<file path="src/rtl/apb_xfer_sequencer.sv">
// apb_xfer_sequencer: two-requester arbiter and HCLK-side APB phase sequencer.
// SETUP/ACCESS are stretched so synchronized PCLK-domain copies stay stable.
module apb_xfer_sequencer #(
  parameter int unsigned SETUP_HOLD  = 4,
  parameter int unsigned ACCESS_HOLD = 8
) (
  input  logic        Hclk,
  input  logic        Hreset,
  input  logic        req0_valid,
  output logic        req0_ready,
  input  logic        req0_write,
  input  logic [31:0] req0_addr,
  input  logic [31:0] req0_wdata,
  input  logic        req1_valid,
  output logic        req1_ready,
  input  logic        req1_write,
  input  logic [31:0] req1_addr,
  input  logic [31:0] req1_wdata,
  output logic        rsp_valid,
  output logic        rsp_id,
  output logic        rsp_err,
  output logic [31:0] rsp_rdata,
  output logic        busy,
  output logic [2:0]  Pselx_hclk,
  output logic        Penable_hclk,
  output logic        Pwrite_hclk,
  output logic [31:0] Paddr_hclk,
  output logic [31:0] Pwdata_hclk,
  input  logic [31:0] Prdata_hclk
);

  typedef enum logic [1:0] {
    IDLE,
    SETUP,
    ACCESS,
    DONE
  } state_t;

  localparam logic [7:0] SETUP_INIT = 8'(SETUP_HOLD - 1);
  localparam logic [7:0] ACC_INIT   = 8'(ACCESS_HOLD - 1);

  state_t      state, state_nxt;
  logic [7:0]  cnt, cnt_nxt;
  logic [2:0]  sel_q, dec;
  logic [2:0]  psel_nxt;
  logic        pen_nxt, rv_nxt;
  logic        last_grant, id_q;
  logic        hs, hs_id;
  logic [31:0] hs_addr;
  logic        last_access;

  // Tie goes to whichever requester was not granted last.
  assign req0_ready = (state == IDLE) & req0_valid
                    & (~req1_valid | last_grant);
  assign req1_ready = (state == IDLE) & req1_valid
                    & (~req0_valid | ~last_grant);

  assign hs      = req0_ready | req1_ready;
  assign hs_id   = req1_ready;
  assign hs_addr = hs_id ? req1_addr : req0_addr;
  assign busy    = (state != IDLE);

  assign last_access = (state == ACCESS) && (cnt == 8'd0);

  always_comb begin
    dec = 3'b000;
    unique case (1'b1)
      hs_addr[31:26] == 6'h20: dec = 3'b001;
      hs_addr[31:26] == 6'h21: dec = 3'b010;
      hs_addr[31:26] == 6'h22: dec = 3'b100;
      default:                 dec = 3'b000;
    endcase
  end

  always_comb begin
    state_nxt = state;
    cnt_nxt   = cnt;
    psel_nxt  = 3'b000;
    pen_nxt   = 1'b0;
    rv_nxt    = 1'b0;
    unique case (state)
      IDLE: begin
        if (hs) begin
          if (dec != 3'b000) begin
            state_nxt = SETUP;
            cnt_nxt   = SETUP_INIT;
            psel_nxt  = dec;
          end else begin
            state_nxt = DONE;
            rv_nxt    = 1'b1;
          end
        end
      end
      SETUP: begin
        psel_nxt = sel_q;
        if (cnt == 8'd0) begin
          state_nxt = ACCESS;
          cnt_nxt   = ACC_INIT;
          pen_nxt   = 1'b1;
        end else begin
          cnt_nxt = cnt - 8'd1;
        end
      end
      ACCESS: begin
        if (cnt == 8'd0) begin
          state_nxt = DONE;
          rv_nxt    = 1'b1;
        end else begin
          cnt_nxt  = cnt - 8'd1;
          psel_nxt = sel_q;
          pen_nxt  = 1'b1;
        end
      end
      DONE: state_nxt = IDLE;
    endcase
  end

  always_ff @(posedge Hclk or posedge Hreset) begin
    if (Hreset) begin
      state        <= IDLE;
      cnt          <= '0;
      sel_q        <= '0;
      id_q         <= 1'b0;
      last_grant   <= 1'b1;
      Pselx_hclk   <= '0;
      Penable_hclk <= 1'b0;
      Pwrite_hclk  <= 1'b0;
      Paddr_hclk   <= '0;
      Pwdata_hclk  <= '0;
      rsp_valid    <= 1'b0;
      rsp_id       <= 1'b0;
      rsp_err      <= 1'b0;
      rsp_rdata    <= '0;
    end else begin
      state        <= state_nxt;
      cnt          <= cnt_nxt;
      Pselx_hclk   <= psel_nxt;
      Penable_hclk <= pen_nxt;
      rsp_valid    <= rv_nxt;
      if (hs) begin
        last_grant  <= hs_id;
        id_q        <= hs_id;
        sel_q       <= dec;
        Paddr_hclk  <= hs_addr;
        Pwrite_hclk <= hs_id ? req1_write : req0_write;
        Pwdata_hclk <= hs_id ? req1_wdata : req0_wdata;
        if (dec == 3'b000) begin
          rsp_id    <= hs_id;
          rsp_err   <= 1'b1;
          rsp_rdata <= '0;
        end
      end
      if (last_access) begin
        rsp_id    <= id_q;
        rsp_err   <= 1'b0;
        rsp_rdata <= Pwrite_hclk ? 32'h0 : Prdata_hclk;
      end
    end
  end

endmodule

</file>
<file path="config.mk">
export PLATFORM = sky130hd
export DESIGN_NAME = apb_xfer_sequencer
export DESIGN_NICKNAME = d
export VERILOG_FILES = /design/src/rtl/apb_xfer_sequencer.sv
export SDC_FILE = /design/constraint.sdc
export NUM_CORES = 1
export LEC_CHECK = 0
export CORE_MARGIN = 1.5
export CORE_UTILIZATION = 43
export CTS_CLUSTER_SIZE = 30
export DETAILED_ROUTE_END_ITERATION = 6
export PLACE_DENSITY = 0.85
export SYNTH_ARGS = -nofsm -noshare
export SYNTH_HDL_FRONTEND = slang
export SYNTH_SLANG_ARGS = --single-unit
</file>
<file path="constraint.sdc">
create_clock -name Hclk -period 9.15 [get_ports Hclk]
set_clock_uncertainty 0.15 [all_clocks]
set_input_delay 2.745 -clock Hclk [delete_from_list [all_inputs] [get_ports Hclk]]
set_output_delay 2.745 -clock Hclk [all_outputs]
set_load 0.1 [all_outputs]
</file>
==> results by group <==
GRT
  • Largest net degree at the start of global routing: 72
  • GRT Overall Usage: 28.72%
  • Global-route wire length before repair: 28860 um
  • Initial antenna violation count: 0
  • Vias in the first global route: 5723
  • GRT overflow: 0

Clock tree
  • Post_cts resized: 0
  • Cts bufs inserted: 17
  • Htree depth: 4
  • Root buf cell: clkbuf_16
  • Worst-Skew Late Latency: 0.42 ns
  • Post-CTS setup buffers: 0
  • CTS Hold Bufs: 0
  • Longest Clk Path Bufs: 2
  • CTS clock-pin slew for the worst setup and hold paths: 0.05 ns
  • CTS Sinks: 119
  • CTS tree: yes

Placed design
  • Dpl hpwl: 12960 um
  • Number of I/O port buffers: 272
  • Placer congestion estimate: 0.8910

Route
  • Vias: 5488
  • 1st-pass router iterations: 5
  • DRC Markers: 0
  • Via density: 5.375
  • Total Routed Length: 18520 um
  • Average wire per standard cell: 18.14 um
  • Initial DRC count: 329
  • Post-DRT Antenna Nets: 0

Logic synthesis
  • Synth warn: 0
  • Cells after synthesis: 579
  • Async set-reset flop share out of synthesis: 100.0%
  • Flops & latches, synth: 119
  • Mapped cell area: 5394 um^2
  • Register area share after synthesis: 55.23%
  • Main synth FF type: dfrtp_1
  • Syn_area_per_cell: 9.316 um^2
  • Post-synth EDFFs: 0
  • Synth Net Count: 752
  • Synth unique cells: 54

Worst setup path
  • Critical-path cell with the highest stage delay: clkdlybuf4s50_1
  • Slowest stage delay, CP: 0.57 ns
  • Arrival time of the worst setup path: 4.50 ns
  • Critical path fanouts, max: 19
  • Crit start category: input port
  • Setup crit end kind: primary output
  • Crit Path Class: input port to primary output
  • Crit-path cells: clkdlybuf4s50_1 > a21boi_2 > nand2_2 > inv_2 > buf_4
  • Req. time, crit path: 6.26 ns

STA
  • Setup violations, final: 0
  • Final hold vios: 0
  • Max Slew Vio Count: 0
  • Worst-margin pin slew: 1.131 ns
  • RSZ-0062 raised after global routing: no
  • Slew margin rel.: 24.32%
  • Setup TNS: 0 ns
  • Tmin final: 7.391 ns
  • Final Cycle Share: 80.77%
  • Achievable clock frequency: 0.1353 GHz

Floorplan
  • Initial Utilization: 44.54%
  • # rows: 40
  • Die Area: 13230 um^2
  • Ports: 273
  • Die height: 115 um
  • Die Wd: 115 um
  • Total core area: 12110 um^2

Cells and area
  • Area Growth Syn to Fin: 64.93%
  • Most common cell after layout, fill and taps aside: clkdlybuf4s50_1
  • Layout cells sized above 1: 6.925%
  • Most frequent cells in the layout: clkdlybuf4s50_1, nor2_1, dfrtp_1, o22ai_1, nand3_1
  • Finished Core Util: 73.45%
  • Fin nets: 1012

Hold path
  • HP Class: flip-flop to flip-flop

Run
  • Max Cap Viol: 0

Run status
  • Status: complete, no violations
[through the flow]
step / hold slack [ns] / setup slack (ns) / instance area [um^2] / cells
finish: 0.3355 / 1.759 / 8896 / 1021
global route: 0.3652 / 1.650 / 8894 / 1020
CTS: 0.3386 / 1.793 / 8894 / 1020
detailed placement: 0.3247 / 1.788 / 8202 / 988
global placement: 0.3136 / 1.829 / 8202 / 988
floorplan: 0.2973 / 2.144 / 5394 / 579
[final timing paths]
check | to | from | slack [ns] | depth (start not counted)
max | req1_ready | req1_valid | 1.76 | 5
min | id_q | id_q | 0.34 | 2
max reg2reg | rsp_rdata[0] | state[1] | 6.29 | 9
min reg2reg | id_q | id_q | 0.34 | 2
max in group asynchronous | Paddr_hclk[12] | Hreset | 4.91 | 3
min in group asynchronous | rsp_rdata[28] | Hreset | 2.66 | 2
[critical path: cells and delay by family]
kind,cells,cell delay [ns]
AOI/OAI and AO/OA,1,0.31
buffers and inverters,3,1.14
and+or+nand+nor,1,0.29
[layout make-up]
class                   instances  area, um^2
fillers                       867        3216
flip-flops and latches        119        2979
diodes                          1       2.502
well taps                     168       210.2
repair buffers                277        2755
clock inverters                14       252.7
multi-input cells             410        2202
inverters                      14       55.05
clock buffers                  18       439.2
[synthesized netlist by cell type (2+ instances only)]
cell type	instances	area (um^2)
a211o_1	2	17.52
a21o_1	2	15.01
a21oi_1	10	50.05
a31oi_1	7	43.79
buf_1	5	18.77
buf_2	6	30.03
buf_6	4	45.04
clkbuf_1	21	78.83
dfrtp_1	118	2953
ha_1	7	87.58
inv_1	12	45.04
inv_2	2	7.510
nand2_1	29	108.9
nand2b_1	32	200.2
nand3_1	36	180.2
nand4_1	2	12.51
nor2_1	138	518.0
nor4_1	2	12.51
o21a_1	2	15.01
o21ai_0	14	70.07
o21ai_1	33	165.2
o22a_1	2	17.52
o22ai_1	59	369.1
o31ai_1	3	22.52
or4_1	2	15.01
[sequential cells by signal, summed over array words and instances (netlist names), 2 cells and up]
name / cells
Paddr_hclk: 32
Pselx_hclk: 3
Pwdata_hclk: 32
cnt: 8
rsp_rdata: 32
sel_q: 3
state: 2
[cells by family after synthesis]
group	share of synthesized area, %
DFF	55.23
adders and majority gates	1.624
and+or+nand+nor	22.13
buffers and inverters	4.175
AOI/OAI and AO/OA	16.84
[routing by layer]
layer | track usage (%) | up-vias | wire [um]
li1 | - | 2541 | -
met1 | 31.08 | 2585 | 6751
met2 | 48.93 | 290 | 9232
met3 | 10.86 | 72 | 1635
met4 | 15.39 | 0 | 903
met5 | 0 | - | 0
Power is left out: the tool's default activity adds up to more than one toggle a clock period on the data nets, which glitch-free logic cannot reach.
==> RTL change 1, RTL diff (same flow settings) <==
Make the reset (`Hreset`) synchronous in one clocked block.
--- a/src/rtl/apb_xfer_sequencer.sv
+++ b/src/rtl/apb_xfer_sequencer.sv
@@ -115,7 +115,7 @@
     endcase
   end
 
-  always_ff @(posedge Hclk or posedge Hreset) begin
+  always_ff @(posedge Hclk) begin
     if (Hreset) begin
       state        <= IDLE;
       cnt          <= '0;
Check against the original RTL: differs if Hreset is asserted again (counterexample within 4 cycles, from zero or initial values and one cycle with Hreset high); with Hreset held inactive, the same outputs for 10 cycles.
==> RTL change 1 against the original RTL <==
  * Hold slack worse by 0.031 ns
  * Die area down 8.4%
  * Worst setup slack better by 0.20 ns
  * Sequential cell count unchanged
  * Routed wire length down 7.6%
  * Cell area down 7.2%
  * Synthesized cell count up 1.7%
  * First-iteration DRC count up 18%
  * Area after synthesis down 8.6%
  * Critical path type unchanged
  * Critical endpoint unchanged
  * Largest cell class is now non-clock buffers
==> RTL change 1: results (changes against the original RTL) <==
Synth
  – Synth Flop Type: dfxtp_1
  – Syn Nets: 762 (+1.3%)
  – Synth unique cells: 59 (+9.3%)
  – Compound-Gate Fraction of Synth Area: 15.4% (-1.4 points)
  – Async SR Flop Fraction: 0% (-100 points)
  – Post-synthesis sequential area ratio: 48.3% (-6.9 points)
  – Post-synthesis adder-cell area fraction: 1.78% (+0.15 points)
  – Most frequent cells after synthesis: 197 x nor2_1, 119 x dfxtp_1, 60 x nor4_1, 32 x a22o_1, 28 x clkbuf_1
  – Top-count cell post-synth: nor2_1
  – Post-synthesis mux area share: 0.406% (+0.41 points)
  – Synth top area cells: dfxtp_1 48%, nor2_1 15%, nor4_1 7.6%

Critical path
  – Worst endpoint data arrival time: 4.29 ns (-0.21 ns)
  – CP max stage delay: 0.60 ns (+0.03 ns)
  – Crit path max fanout: 12 (-7)

Timing
  – Hold Fails Final Rpt: 0 (unchanged)
  – Max transition margin: 17.3% (-7.0 points)

Routing
  – DRT iter0 DRCs: 389 (+18%)
  – DR vias: 5441 (-0.86%)
  – DRT Wirelength: 17100 um (-7.6%)

Global routing
  – Pin count of the biggest net entering global routing: 88 (+22%)
  – Vias in the first global route: 5385 (-5.9%)
  – Total track usage: 28.3% (-0.42 points)
  – First-pass GRT wire length: 26200 um (-9.0%)

Finish
  – Share of cells above drive strength 1: 6.65% (-0.27 points)
  – ANT cells: 0 (-1)
  – Nets: 1020 (+0.79%)

Status
  – Status: finished clean

Place
  – Placer Congestion: 0.919 (+3.1%)
-- RTL change 1: metrics by stage --
| step | util (%) | area, um^2 | cells | setup slack, ns |
|---|---|---|---|---|
| detailed placement | 69.8 | 7700 | 968 | 2.01 |
| floorplan | - | 4930 | 589 | 2.11 |
| global placement | 69.8 | 7700 | 968 | 2.08 |
| finish | 74.9 | 8260 | 997 | 1.96 |
| CTS | 74.9 | 8260 | 997 | 1.98 |
| global route | 74.9 | 8260 | 997 | 1.92 |
-- RTL change 1: path summary, 6_finish.rpt --
kind	from	to	slack (ns)	cells past startpoint
worst max-delay path	req1_valid	req1_ready	1.96	5
worst min-delay path	sel_q[2]	sel_q[2]	0.30	2
worst max register to register	state[0]	rsp_id	6.13	8
worst min register to register	sel_q[2]	sel_q[2]	0.30	2
-- RTL change 1: layout make-up --
cell class,count,area (um^2),area share (%)
clock buffer,26,519,6.29
clock inverter,3,40.0,0.485
inverter,13,48.8,0.591
multi-input combinational,419,2340,28.4
sequential,119,2380,28.8
tap,140,175,2.12
timing repair buffer,277,2750,33.3
-- RTL change 1: power by group through the flow --
| stage | logic [mW] | clock network (mW) | registers [mW] |
|---|---|---|---|
| 2_1_floorplan | 0.525 | 0 | 1.68 |
| 6_report | 1.91 | 0.632 | 0.760 |
| 5_1_grt | 2.01 | 0.663 | 0.777 |
| 4_1_cts | 1.91 | 0.640 | 0.759 |
| 3_3_place_gp | 1.88 | 0 | 0.756 |
| 3_5_place_dp | 1.90 | 0 | 0.766 |
-- RTL change 1: layer usage --
layer / up-vias / track usage, % / share of wire, %
li1: 2573 / - / -
met1: 2537 / 30.0 / 37
met2: 283 / 47.6 / 48
met3: 48 / 13.9 / 11
met4: 0 / 12.4 / 3.2
met5: - / 0 / 0
==> RTL change 2, RTL diff (same flow settings) <==
Without the edit above. The parameter `ACCESS_HOLD` goes from 8 to 6.
--- a/src/rtl/apb_xfer_sequencer.sv
+++ b/src/rtl/apb_xfer_sequencer.sv
@@ -2,7 +2,7 @@
 // SETUP/ACCESS are stretched so synchronized PCLK-domain copies stay stable.
 module apb_xfer_sequencer #(
   parameter int unsigned SETUP_HOLD  = 4,
-  parameter int unsigned ACCESS_HOLD = 8
+  parameter int unsigned ACCESS_HOLD = 6
 ) (
   input  logic        Hclk,
   input  logic        Hreset,
Formal check against the unedited RTL: no difference found for any inputs over 10 cycles, from zero or initial values and one cycle with Hreset high; that may be too few to reach the edited logic, so the function may still have changed.
==> RTL change 2 against the original RTL <==
  * The run now ends with DRC left
  * Die area shrank 4.0%
  * Area after synthesis shrank 4.1%
  * Sequential share of layout area grew 1.3 points
  * Sequential cell count is the same
  * Worst setup slack lost 0.29 ns
  * Cell area shrank 3.6%
  * Routed wire length shrank 8.8%
Power is left out: the tool's default activity adds up to more than one toggle a clock period on the data nets, which glitch-free logic cannot reach.
==> RTL change 2: results (changes against the original RTL) <==
Status
  – Status: finished with violations
  – Failing checks: DRC

Critical path
  – Setup crit start: req1_valid
  – Setup CP Type: input pin to primary output
  – R2r startpoint: state[0]
  – R2r worst-path depth: 7 (-2)
  – CP max stage delay: 0.59 ns (+0.02 ns)
  – CP endpoint: req1_ready
  – Crit path max fanout: 34 (+15)
  – R2R setup slack: 6.08 ns (-0.21 ns)
  – Worst endpoint data arrival time: 4.78 ns (+0.28 ns)
  – CP top delay family: buffers and inverters
  – Worst r2r dst: rsp_rdata[9]

Routing
  – Drt via density: 5.45 (+1.4%)
  – DRT Pass-1 Iters: 7 (+2)
  – DRT iter0 DRCs: 420 (+28%)
  – Drt drc: 1 (+1)
  – DR vias: 5083 (-7.4%)
  – Drt wl/cell: 18.1 um (-0.20%)

Synth
  – Post-synthesis sequential area ratio: 57.6% (+2.4 points)
  – Synth top area cells: dfrtp_1 57%, nor2_1 10%, o22ai_1 7.1%
  – Most frequent cells after synthesis: 143 x nor2_1, 118 x dfrtp_1, 59 x o22ai_1, 32 x a22o_1, 27 x nand2_1
  – Synthesized area per cell: 10.1 um^2 (+8.6%)
  – Warnings, synthesis: 0 (unchanged)
  – Syn Nets: 684 (-9.0%)
  – Synth unique cells: 54 (unchanged)
  – Async SR Flop Fraction: 100% (unchanged)
  – Synth Flop Type: dfrtp_1

Place
  – Setup WS pre-CTS: 1.51 ns (-0.276 ns)
  – DP Cell Count: 901 (-8.8%)
  – DP HPWL: 12300 um (-5.2%)
  – Placement Cell Area: 7990 um^2 (-2.5%)
  – PortBufs: 272 (unchanged)
  – Placer Congestion: 0.821 (-7.8%)

Hold path
  – Hold path depth: 2 (unchanged)
  – Worst hold start: sel_q[2]
  – WHS Endpoint: sel_q[2]
  – Hold Crit Class: flip-flop to flip-flop

Clock network
  – Clock transition at path regs: 0.05 ns (about the same)
  – Clock root cell: clkbuf_16
  – Clk Latency, worst-skew pair: 0.41 ns
  – Number of setup buffers added after CTS: 0 (unchanged)
  – CTS resizes: 0 (unchanged)
  – CTS H-Tree Depth: 4 (unchanged)
  – Inserted Clock Buffers: 17 (unchanged)

Global routing
  – Vias in the first global route: 5285 (-7.7%)
  – First-pass GRT wire length: 26700 um (-7.5%)
  – Total track usage: 27.2% (-1.5 points)

Finish
  – Fill cells: 802 (-7.5%)
  – ANT cells: 0 (-1)
  – Share of cells above drive strength 1: 7.59% (+0.67 points)
  – Nets: 950 (-6.1%)

Timing
  – Final hold slack: 0.334 ns (-0.00185 ns)
  – Max transition margin: 17.0% (-7.3 points)
  – Final period util: 83.9% (+3.1 points)
==> RTL change 2: cell type report <==
type / count / area [um^2] / share of cell area (%)
timing repair buffer: 276 / 2760 / 32.2
clock inverter: 10 / 128 / 1.49
multi-input combinational: 351 / 2030 / 23.6
clock buffer: 22 / 454 / 5.30
sequential: 119 / 2980 / 34.7
tap: 143 / 179 / 2.09
inverter: 12 / 47.5 / 0.555
==> RTL change 2: routing by layer <==
metal | up-vias | track usage (%) | routed length [um]
met4 | 0 | 9.62 | 306
met2 | 269 | 47.0 | 8620
li1 | 2351 | - | -
met5 | - | 0 | 0
met3 | 25 | 11.0 | 1600
met1 | 2438 | 30.4 | 6370
==> RTL change 2: cell families after synthesis <==
family                     after synthesis  synth area share (%)
and+or+nand+nor                        204                  18.0
AOI/OAI and AO/OA                      140                  19.2
DFF                                    119                  57.6
buffers and inverters                   41                  3.51
adders and majority gates                7                  1.69
